<file path="config.mk">
export PLATFORM = sky130hd
export DESIGN_NAME = tank_input_ctrl
export DESIGN_NICKNAME = d
export VERILOG_FILES = /design/src/rtl/tank_input_ctrl.sv
export SDC_FILE = /design/constraint.sdc
export NUM_CORES = 1
export LEC_CHECK = 0
export ABC_AREA = 1
export CAP_MARGIN = 30
export CORE_ASPECT_RATIO = 0.6
export CORE_MARGIN = 3
export CORE_UTILIZATION = 35
export DETAILED_ROUTE_END_ITERATION = 12
export PLACE_DENSITY = 0.53
export SETUP_SLACK_MARGIN = 0.4
export SYNTH_ARGS = -nofsm -noshare
export SYNTH_HDL_FRONTEND = slang
export SYNTH_SLANG_ARGS = --single-unit
</file>
<file path="constraint.sdc">
create_clock -name clk50 -period 5 [get_ports clk50]
set_input_delay 0.5 -clock clk50 [delete_from_list [all_inputs] [get_ports clk50]]
set_output_delay 0.5 -clock clk50 [all_outputs]
set_load 0.005 [all_outputs]
</file>
<file path="src/rtl/tank_input_ctrl.sv">
// Button front end for the tank game: synchronises and debounces five push-buttons and
// converts them into per-player angle selection, a stretched fire level and tank positions.
module tank_input_ctrl #(
  parameter int DEBOUNCE_CYCLES = 1000000,
  parameter int MOVE_DIV        = 500000,
  parameter int FIRE_LEN        = 4,
  parameter int X0_INIT         = 100,
  parameter int X1_INIT         = 520,
  parameter int Y_GROUND        = 380,
  parameter int X0_MIN          = 0,
  parameter int X0_MAX          = 280,
  parameter int X1_MIN          = 340,
  parameter int X1_MAX          = 620
) (
  input  logic       clk50,
  input  logic       rst,
  input  logic       btnL,
  input  logic       btnR,
  input  logic       btnU,
  input  logic       btnD,
  input  logic       btnM,
  input  logic       turn,
  input  logic       shooting,
  output logic       M,
  output logic [3:0] sel,
  output logic [9:0] player_x0,
  output logic [9:0] player_y0,
  output logic [9:0] player_x1,
  output logic [9:0] player_y1
);

  localparam int NB = 5;
  localparam int BL = 0, BR = 1, BU = 2, BD = 3, BM = 4;
  localparam int DW = $clog2(DEBOUNCE_CYCLES + 1);
  localparam int VW = $clog2(MOVE_DIV + 1);
  localparam int FW = $clog2(2 * FIRE_LEN + 1);

  localparam logic [9:0] X0_MIN_V = 10'(X0_MIN);
  localparam logic [9:0] X0_MAX_V = 10'(X0_MAX);
  localparam logic [9:0] X1_MIN_V = 10'(X1_MIN);
  localparam logic [9:0] X1_MAX_V = 10'(X1_MAX);

  typedef enum logic [1:0] {S_IDLE, S_FIRE, S_WAIT} fire_state_t;

  logic [NB-1:0] raw, sync1, sync2, deb, deb_q, press;
  logic [DW-1:0] db_cnt [NB];

  assign raw   = {btnM, btnD, btnU, btnR, btnL};
  assign press = deb & ~deb_q;

  // NOTE: state registers use non-blocking assignments so every flop samples pre-edge values.
  always_ff @(posedge clk50) begin
    if (rst) begin
      sync1 <= '0;
      sync2 <= '0;
      deb   <= '0;
      deb_q <= '0;
      for (int i = 0; i < NB; i++) db_cnt[i] <= '0;
    end else begin
      sync1 <= raw;
      sync2 <= sync1;
      deb_q <= deb;
      for (int i = 0; i < NB; i++) begin
        if (sync2[i] == deb[i]) begin
          db_cnt[i] <= '0;
        end else if (db_cnt[i] == DW'(DEBOUNCE_CYCLES - 1)) begin
          deb[i]    <= ~deb[i];
          db_cnt[i] <= '0;
        end else begin
          db_cnt[i] <= db_cnt[i] + 1'b1;
        end
      end
    end
  end

  // Fire FSM
  fire_state_t   state, state_nx;
  logic [FW-1:0] f_cnt, f_cnt_nx;
  logic          seen, seen_nx;

  always_ff @(posedge clk50) begin
    if (rst) begin
      state <= S_IDLE;
      f_cnt <= '0;
      seen  <= 1'b0;
    end else begin
      state <= state_nx;
      f_cnt <= f_cnt_nx;
      seen  <= seen_nx;
    end
  end

  // NOTE: every always_comb output gets a default first so no path can infer a latch.
  always_comb begin
    state_nx = state;
    f_cnt_nx = f_cnt;
    seen_nx  = seen;
    unique case (state)
      S_IDLE: begin
        seen_nx = 1'b0;
        if (press[BM] && !shooting) begin
          state_nx = S_FIRE;
          f_cnt_nx = FW'(FIRE_LEN);
        end
      end
      S_FIRE: begin
        if (f_cnt == FW'(1)) begin
          state_nx = S_WAIT;
          f_cnt_nx = FW'(2 * FIRE_LEN);
          seen_nx  = 1'b0;
        end else begin
          f_cnt_nx = f_cnt - 1'b1;
        end
      end
      S_WAIT: begin
        // Once the shot is seen, only its end releases us; otherwise a timeout does.
        if (shooting)              seen_nx  = 1'b1;
        else if (seen)             state_nx = S_IDLE;
        else if (f_cnt == FW'(1))  state_nx = S_IDLE;
        else                       f_cnt_nx = f_cnt - 1'b1;
      end
      default: state_nx = S_IDLE;
    endcase
  end

  assign M = (state == S_FIRE);

  // Angles
  logic [3:0] ang0, ang1, ang_cur, ang_upd;

  always_comb begin
    ang_cur = turn ? ang1 : ang0;
    ang_upd = ang_cur;
    if (!shooting && (press[BU] ^ press[BD])) begin
      if (press[BU]) begin
        if (ang_cur != 4'd9) ang_upd = ang_cur + 1'b1;
      end else begin
        if (ang_cur != 4'd0) ang_upd = ang_cur - 1'b1;
      end
    end
  end

  // sel takes the post-update angle so a press shows one cycle after its pulse.
  always_ff @(posedge clk50) begin
    if (rst) begin
      ang0 <= '0;
      ang1 <= '0;
      sel  <= '0;
    end else begin
      if (turn) ang1 <= ang_upd;
      else      ang0 <= ang_upd;
      sel <= ang_upd;
    end
  end

  // Movement
  logic [VW-1:0] div;
  logic          tick, move_ok;
  logic [9:0]    x_cur, x_min, x_max, x_upd;

  assign tick    = (div == VW'(MOVE_DIV - 1));
  assign move_ok = tick && !shooting && (state == S_IDLE);

  always_comb begin
    x_cur = turn ? player_x1 : player_x0;
    x_min = turn ? X1_MIN_V : X0_MIN_V;
    x_max = turn ? X1_MAX_V : X0_MAX_V;
    x_upd = x_cur;
    if (move_ok && deb[BL] && !deb[BR]) begin
      x_upd = (x_cur > x_min) ? x_cur - 1'b1 : x_min;
    end else if (move_ok && deb[BR] && !deb[BL]) begin
      x_upd = (x_cur < x_max) ? x_cur + 1'b1 : x_max;
    end
  end

  always_ff @(posedge clk50) begin
    if (rst) begin
      div       <= '0;
      player_x0 <= 10'(X0_INIT);
      player_x1 <= 10'(X1_INIT);
    end else begin
      div <= tick ? '0 : div + 1'b1;
      if (turn) player_x1 <= x_upd;
      else      player_x0 <= x_upd;
    end
  end

  assign player_y0 = 10'(Y_GROUND);
  assign player_y1 = 10'(Y_GROUND);

endmodule
</file>
# == Word level (Yosys, flattened, before mapping) ==
# Memory sizes are Yosys's and may differ from the RTL's.
# Cells that the tools add are included.
# op_classes
mux,99
eq_ne,22
n_bitwise,28
reduce_logical,23
n_lt_le_gt_ge,2
add_sub_neg,11
# ops
operator,count
2-to-1 mux 20 bit,15
"adder 20 x 1 -> 20 bit, second input constant",5
"== test 20 bit, second input constant",5
2-to-1 mux 10 bit,6
2-to-1 mux 1 bit,59
2-to-1 mux 4 bit,10
"adder 19 x 1 -> 19 bit, second input constant",1
"== test 19 bit, second input constant",1
bitwise OR 1 bit,15
case mux 4 bit (3 select lines),1
"adder 10 x 1 -> 10 bit, second input constant",1
greater-than comparator 10 x 9 -> 1 bit,1
less-than comparator 10 bit,1
2-to-1 mux 2 bit,5
"inequality test 2 bit, second input constant",5
NOT 1 bit,10
AND reduction 2 bit,5
"subtractor 10 x 1 -> 10 bit, second input constant",1
2-to-1 mux 9 bit,1
logical AND 1 bit,8
"subtractor 4 x 1 -> 4 bit, second input constant",2
case mux 2 bit (3 select lines),1
AND 5 bit,1
== test 1 bit,5
18 further kinds,20
# totals
ff_bits,78
mem_bits_rw,100
mem_count,1
# memory_table
memory,depth,width,rd,rd_clocked_by_memory_dff,write_ports,line_no,source
db_cnt,5,20,5,0,5,46,logic [DW-1:0] db_cnt [NB];

# == Longest topological paths before layout ==
# An unclocked memory read counts as a cell.
# logic_depth
word_depth,8
ltp_mapped,18
ltp_nobuf,16

# == Worst setup path after synthesis ==
# No wires, ideal clock.
# synth_timing
kind,in2reg
start,in turn
end,reg player_x0[9]
path_stages,14
arrival_time_ns,1.990
t_required_ns,4.873
path_slack_ns,2.883
setup_time_ns,0.127
path_buffers,2
cell_sequence,buf_6 -> buf_12 -> nand2_4 -> nand2_4 -> ha_1 -> nand2_1 -> nor3_1 -> nand3_1 -> nand2_2 -> inv_2 -> nand2_1 -> nand2_1 -> nand3_2 -> a21oi_2
# synth_via
elab_chain_cells,5
elab_cells_between_ends,11
cone_classes,2 x add/sub; 2 x order compare; 7 x mux
# synth_lines
element,line_no,source
from (decl),22,"input logic turn,"
"2-to-1 mux 10 bit, on equally long branches","165, 167",
adder 10 x 1 -> 10 bit / less-than comparator 10 bit (equally long branches),172,x_upd = (x_cur < x_max) ? x_cur + 1'b1 : x_max;
2-to-1 mux 10 bit,172,
2-to-1 mux 10 bit,171,end else if (move_ok && deb[BR] && !deb[BL]) begin
2-to-1 mux 10 bit,169,if (move_ok && deb[BL] && !deb[BR]) begin
to (signal assigned),179,player_x0 <= 10'(X0_INIT);
to (signal assigned),184,else player_x0 <= x_upd;
to (decl),26,"output logic [9:0] player_x0,"
# Several ways; a longest one is shown, not always the timed one.
# A chain may end at the register's enable or synchronous reset.

# == Final worst setup path ==
# layout_timing
start,in turn
end,reg player_x0[3]
# Same word-level chain as after synthesis.

==> impl_metrics.py <==
metrics = {
    "setup_path": {
        "cp.arrival_ns": 2.83,
        "crit_path_max_fanout": 54,
        "setup.worst_path.end": "player_x0[3]",
        "critPathTopFamily": "simple AND/OR/NAND/NOR gates",
        "critPathBufInv": 3,
        "slowest_stage": "buf_4",
        "cp.depth": 14,
        "cp-startpoint": "turn",
        "reg2reg_to": "db_cnt[0][9]",
        "worstSetupPathType": "in -> reg",
        "crit_path_cell_trace": "buf_2 -> buf_4 -> nand2_4 -> nand2_4 -> ha_1 -> inv_1 -> nand3_1 -> o21ai_1 -> nand2_1 -> nand2_2 -> a21oi_1 -> nand3_1 -> nand2_1 -> a21oi_1",
        "worst_setup_path_end_kind": "register",
        "r2r_cells": 10,
        "timing.rr.start": "db_cnt[0][0]",
        "r2r_slack_ns": 2.62,
        "start_kind": "primary input",
        "slowest_delay_ns": 0.52,
        "cp.required_ns": 5.32,
    },
    "place": {
        "gp_congestion": 0.890,
        "dp_cells": 1818,
        "dpl_cell_area_um2": 11200,
        "post-place-ws_ns": 2.08,
        "io_buffers": 33,
        "dpl.hpwl_mm": 16.4,
    },
    "sta": {
        "timing.slew.headroom_pct": 51.1,
        "slew_viol_final": 0,
        "fmax_mhz": 399,
        "setup_slack_ns": 2.49,
        "rsz0062_at_grt": "false",
        "post-route-min-period_ns": 2.51,
        "finalClockSkew_ns": 0.00809,
        "finalCritPeriodShare_pct": 50.2,
        "tightestPinTransition_ns": 0.732,
        "hold_viol": 0,
        "setup-tns-final_ns": 0,
        "setup_viol": 0,
    },
    "finish": {
        "drive_gt1_share_pct": 6.88,
        "design_area_um2": 11800,
        "insertedDiodeCount": 0,
        "syn_to_final_growth_pct": 14.9,
        "final_cell_mix": "nand2_1 (258), inv_1 (196), nor2_1 (176)",
        "utilization_pct": 41.9,
        "final_common_cell": "nand2_1",
        "final_cells": 1850,
        "fin_nets": 1498,
    },
    "synth": {
        "synth_xor_area_share_pct": 3.32,
        "synthTopCellsByArea": "edfxtp_1 (29%), dfxtp_1 (15%), nand2_1 (9.4%)",
        "async_flop_share_pct": 0,
        "synth_compound_area_share_pct": 10.1,
        "seq_area_frac_synth_pct": 44.0,
        "synth_mux_area_share_pct": 0,
        "synth_edf_count": 100,
        "synth_area_um2": 10300,
        "synth_simple_gate_area_share_pct": 29.8,
        "yosys_warnings": 0,
        "netlist_instances": 1342,
        "ys_seq_elements": 176,
        "synth_top_cell_by_area": "edfxtp_1",
        "synthAdderAreaFrac_pct": 2.31,
        "synth_top_family_by_area": "simple AND/OR/NAND/NOR gates",
        "synthFlopType": "edfxtp_1",
        "synth_top_area_share_pct": 29.2,
        "ys_types": 51,
        "avgSynthCellArea_um2": 7.66,
    },
    "clock_tree": {
        "clkSinkCount": 176,
        "cts_hold_buf": 0,
        "clock_latency_ns": 0.44,
        "cts_inserted_buffers": 17,
        "cts.path.max_buffers": 2,
        "root_buffer": "clkbuf_16",
        "cts_setup_buffers": 0,
        "cts_resized": 0,
        "clk_pin_slew_ns": 0.07,
        "tritoncts": "yes",
        "h-tree-depth": 4,
    },
    "die": {
        "io_pins": 54,
        "die_w_um": 227,
        "initial_core_util_pct": 36.4,
        "core_area_um2": 28200,
        "die_y_um": 139,
        "dieArea_um2": 31500,
        "fp-row-count": 47,
    },
    "power": {
        "p_int_w": 0.00251,
        "ir_drop_mv": 0.164,
        "combPwrFrac_pct": 12.4,
        "power_frac_seq_pct": 48.3,
        "p_leak_nw": 4.98,
        "power.switching_w": 0.000923,
        "clkPwrFrac_pct": 39.3,
        "powerDensity_nw_per_um2": 291,
        "p_sw_share_pct": 26.9,
    },
    "detailed_routing": {
        "wl_per_cell_um": 12.0,
        "viasPerCell": 4.54,
        "vias": 8408,
        "wirelength_mm": 22.1,
        "drtPass1Iterations": 7,
        "drtIter0Drc": 585,
        "drc": 0,
        "ant_nets": 0,
    },
    "global_routing": {
        "grtUsageTotal_pct": 14.3,
        "overflow": 0,
        "antenna_found_initial": 0,
        "grt_pass1_vias": 7245,
        "grt_max_degree": 55,
        "grt_pass1_wl_mm": 36.9,
    },
    "run_status": {
        "outcome": "complete, no violations",
    },
    "hold_path": {
        "min_path_type": "reg -> reg",
    },
    "run": {
        "maxCapViolations": 0,
    },
}
==> final cells by class <==
cell class                 instances  area (um2)
clock buffer                      21         493
fill                            2916       16400
sequential                       176        4520
clock inverter                    11        98.8
multi-input combinational       1036        5130
inverter                         204         771
timing repair buffer              35         335
tap                              367         459
==> cells by family after synthesis <==
kind of cell | count (synthesis)
AND/OR/NAND/NOR | 676
adder cells (fa/ha/maj) | 19
flip-flops | 176
buffers and inverters | 248
other | 2
AO/OA/AOI/OAI | 182
XOR/XNOR | 39
==> cell usage after synthesis, types with 2 or more instances <==
master	n
nand3_2	2
nor2_1	176
nor2_2	16
o21ai_0	45
ha_1	19
dfxtp_1	76
edfxtp_1	100
nand4_1	33
and3_1	3
a31oi_1	7
a21oi_1	86
nor3_2	3
buf_1	3
nand2_1	258
nor3b_1	20
xor2_1	29
clkbuf_1	10
inv_1	196
nand2_4	5
nand3_1	78
nand2_2	14
o21bai_1	2
o21ai_2	9
buf_4	21
o21ai_1	9
nor4_1	8
buf_6	4
conb_1	2
o211ai_1	4
o21a_1	6
or2_2	4
xnor2_1	10
nor3_1	51
inv_2	7
buf_2	5
a211oi_1	6
==> tightest hold or removal path, cell delays in order, from the launching register on <==
cell and delay, ns:
dfxtp_1 0.30, inv_1 0.04, nor2_1 0.03
==> how the worst min path moves through the flow <==
stage | cells after the start | endpoint | start
detailed placement | 2 | sync2[2] | sync1[2]
finish | 2 | sync2[2] | sync1[2]
CTS | 2 | sync2[2] | sync1[2]
global route | 2 | sync2[1] | sync1[1]
floorplan | 2 | sync2[0] | sync1[0]
global placement | 2 | sync2[2] | sync1[2]
==> state kept, by name, summed over array words and instances (netlist names), 5 cells and up <==
signal,count
db_cnt,100
player_x0,10
player_x1,10
sync1,5
div,19
deb,5
sync2,5
==> power groups by stage <==
stage	sequential, W	combinational (W)	clock (W)
2_1_floorplan	0.00167	0.000323	0
3_3_place_gp	0.00169	0.000423	0
3_5_place_dp	0.00169	0.000421	0
4_1_cts	0.00166	0.000424	0.00141
5_1_grt	0.00167	0.000487	0.00145
6_report	0.00166	0.000427	0.00135
==> per-stage QoR <==
step	total power, W	hold WS (ns)
after floorplan	0.00200	0.388
after global placement	0.00211	0.394
after CTS	0.00349	0.403
final	0.00344	0.400
after global routing	0.00361	0.411
after detailed placement	0.00211	0.393
==> per-layer routing <==
layer | GRT usage, % | vias up | share of wire [%]
li1 | - | 4528 | -
met1 | 24.3 | 3721 | 59
met2 | 17.1 | 140 | 36
met3 | 3.15 | 19 | 4.4
met4 | 4.02 | 0 | 1.1
met5 | 0 | - | 0
(Power assumes the default switching activity.)
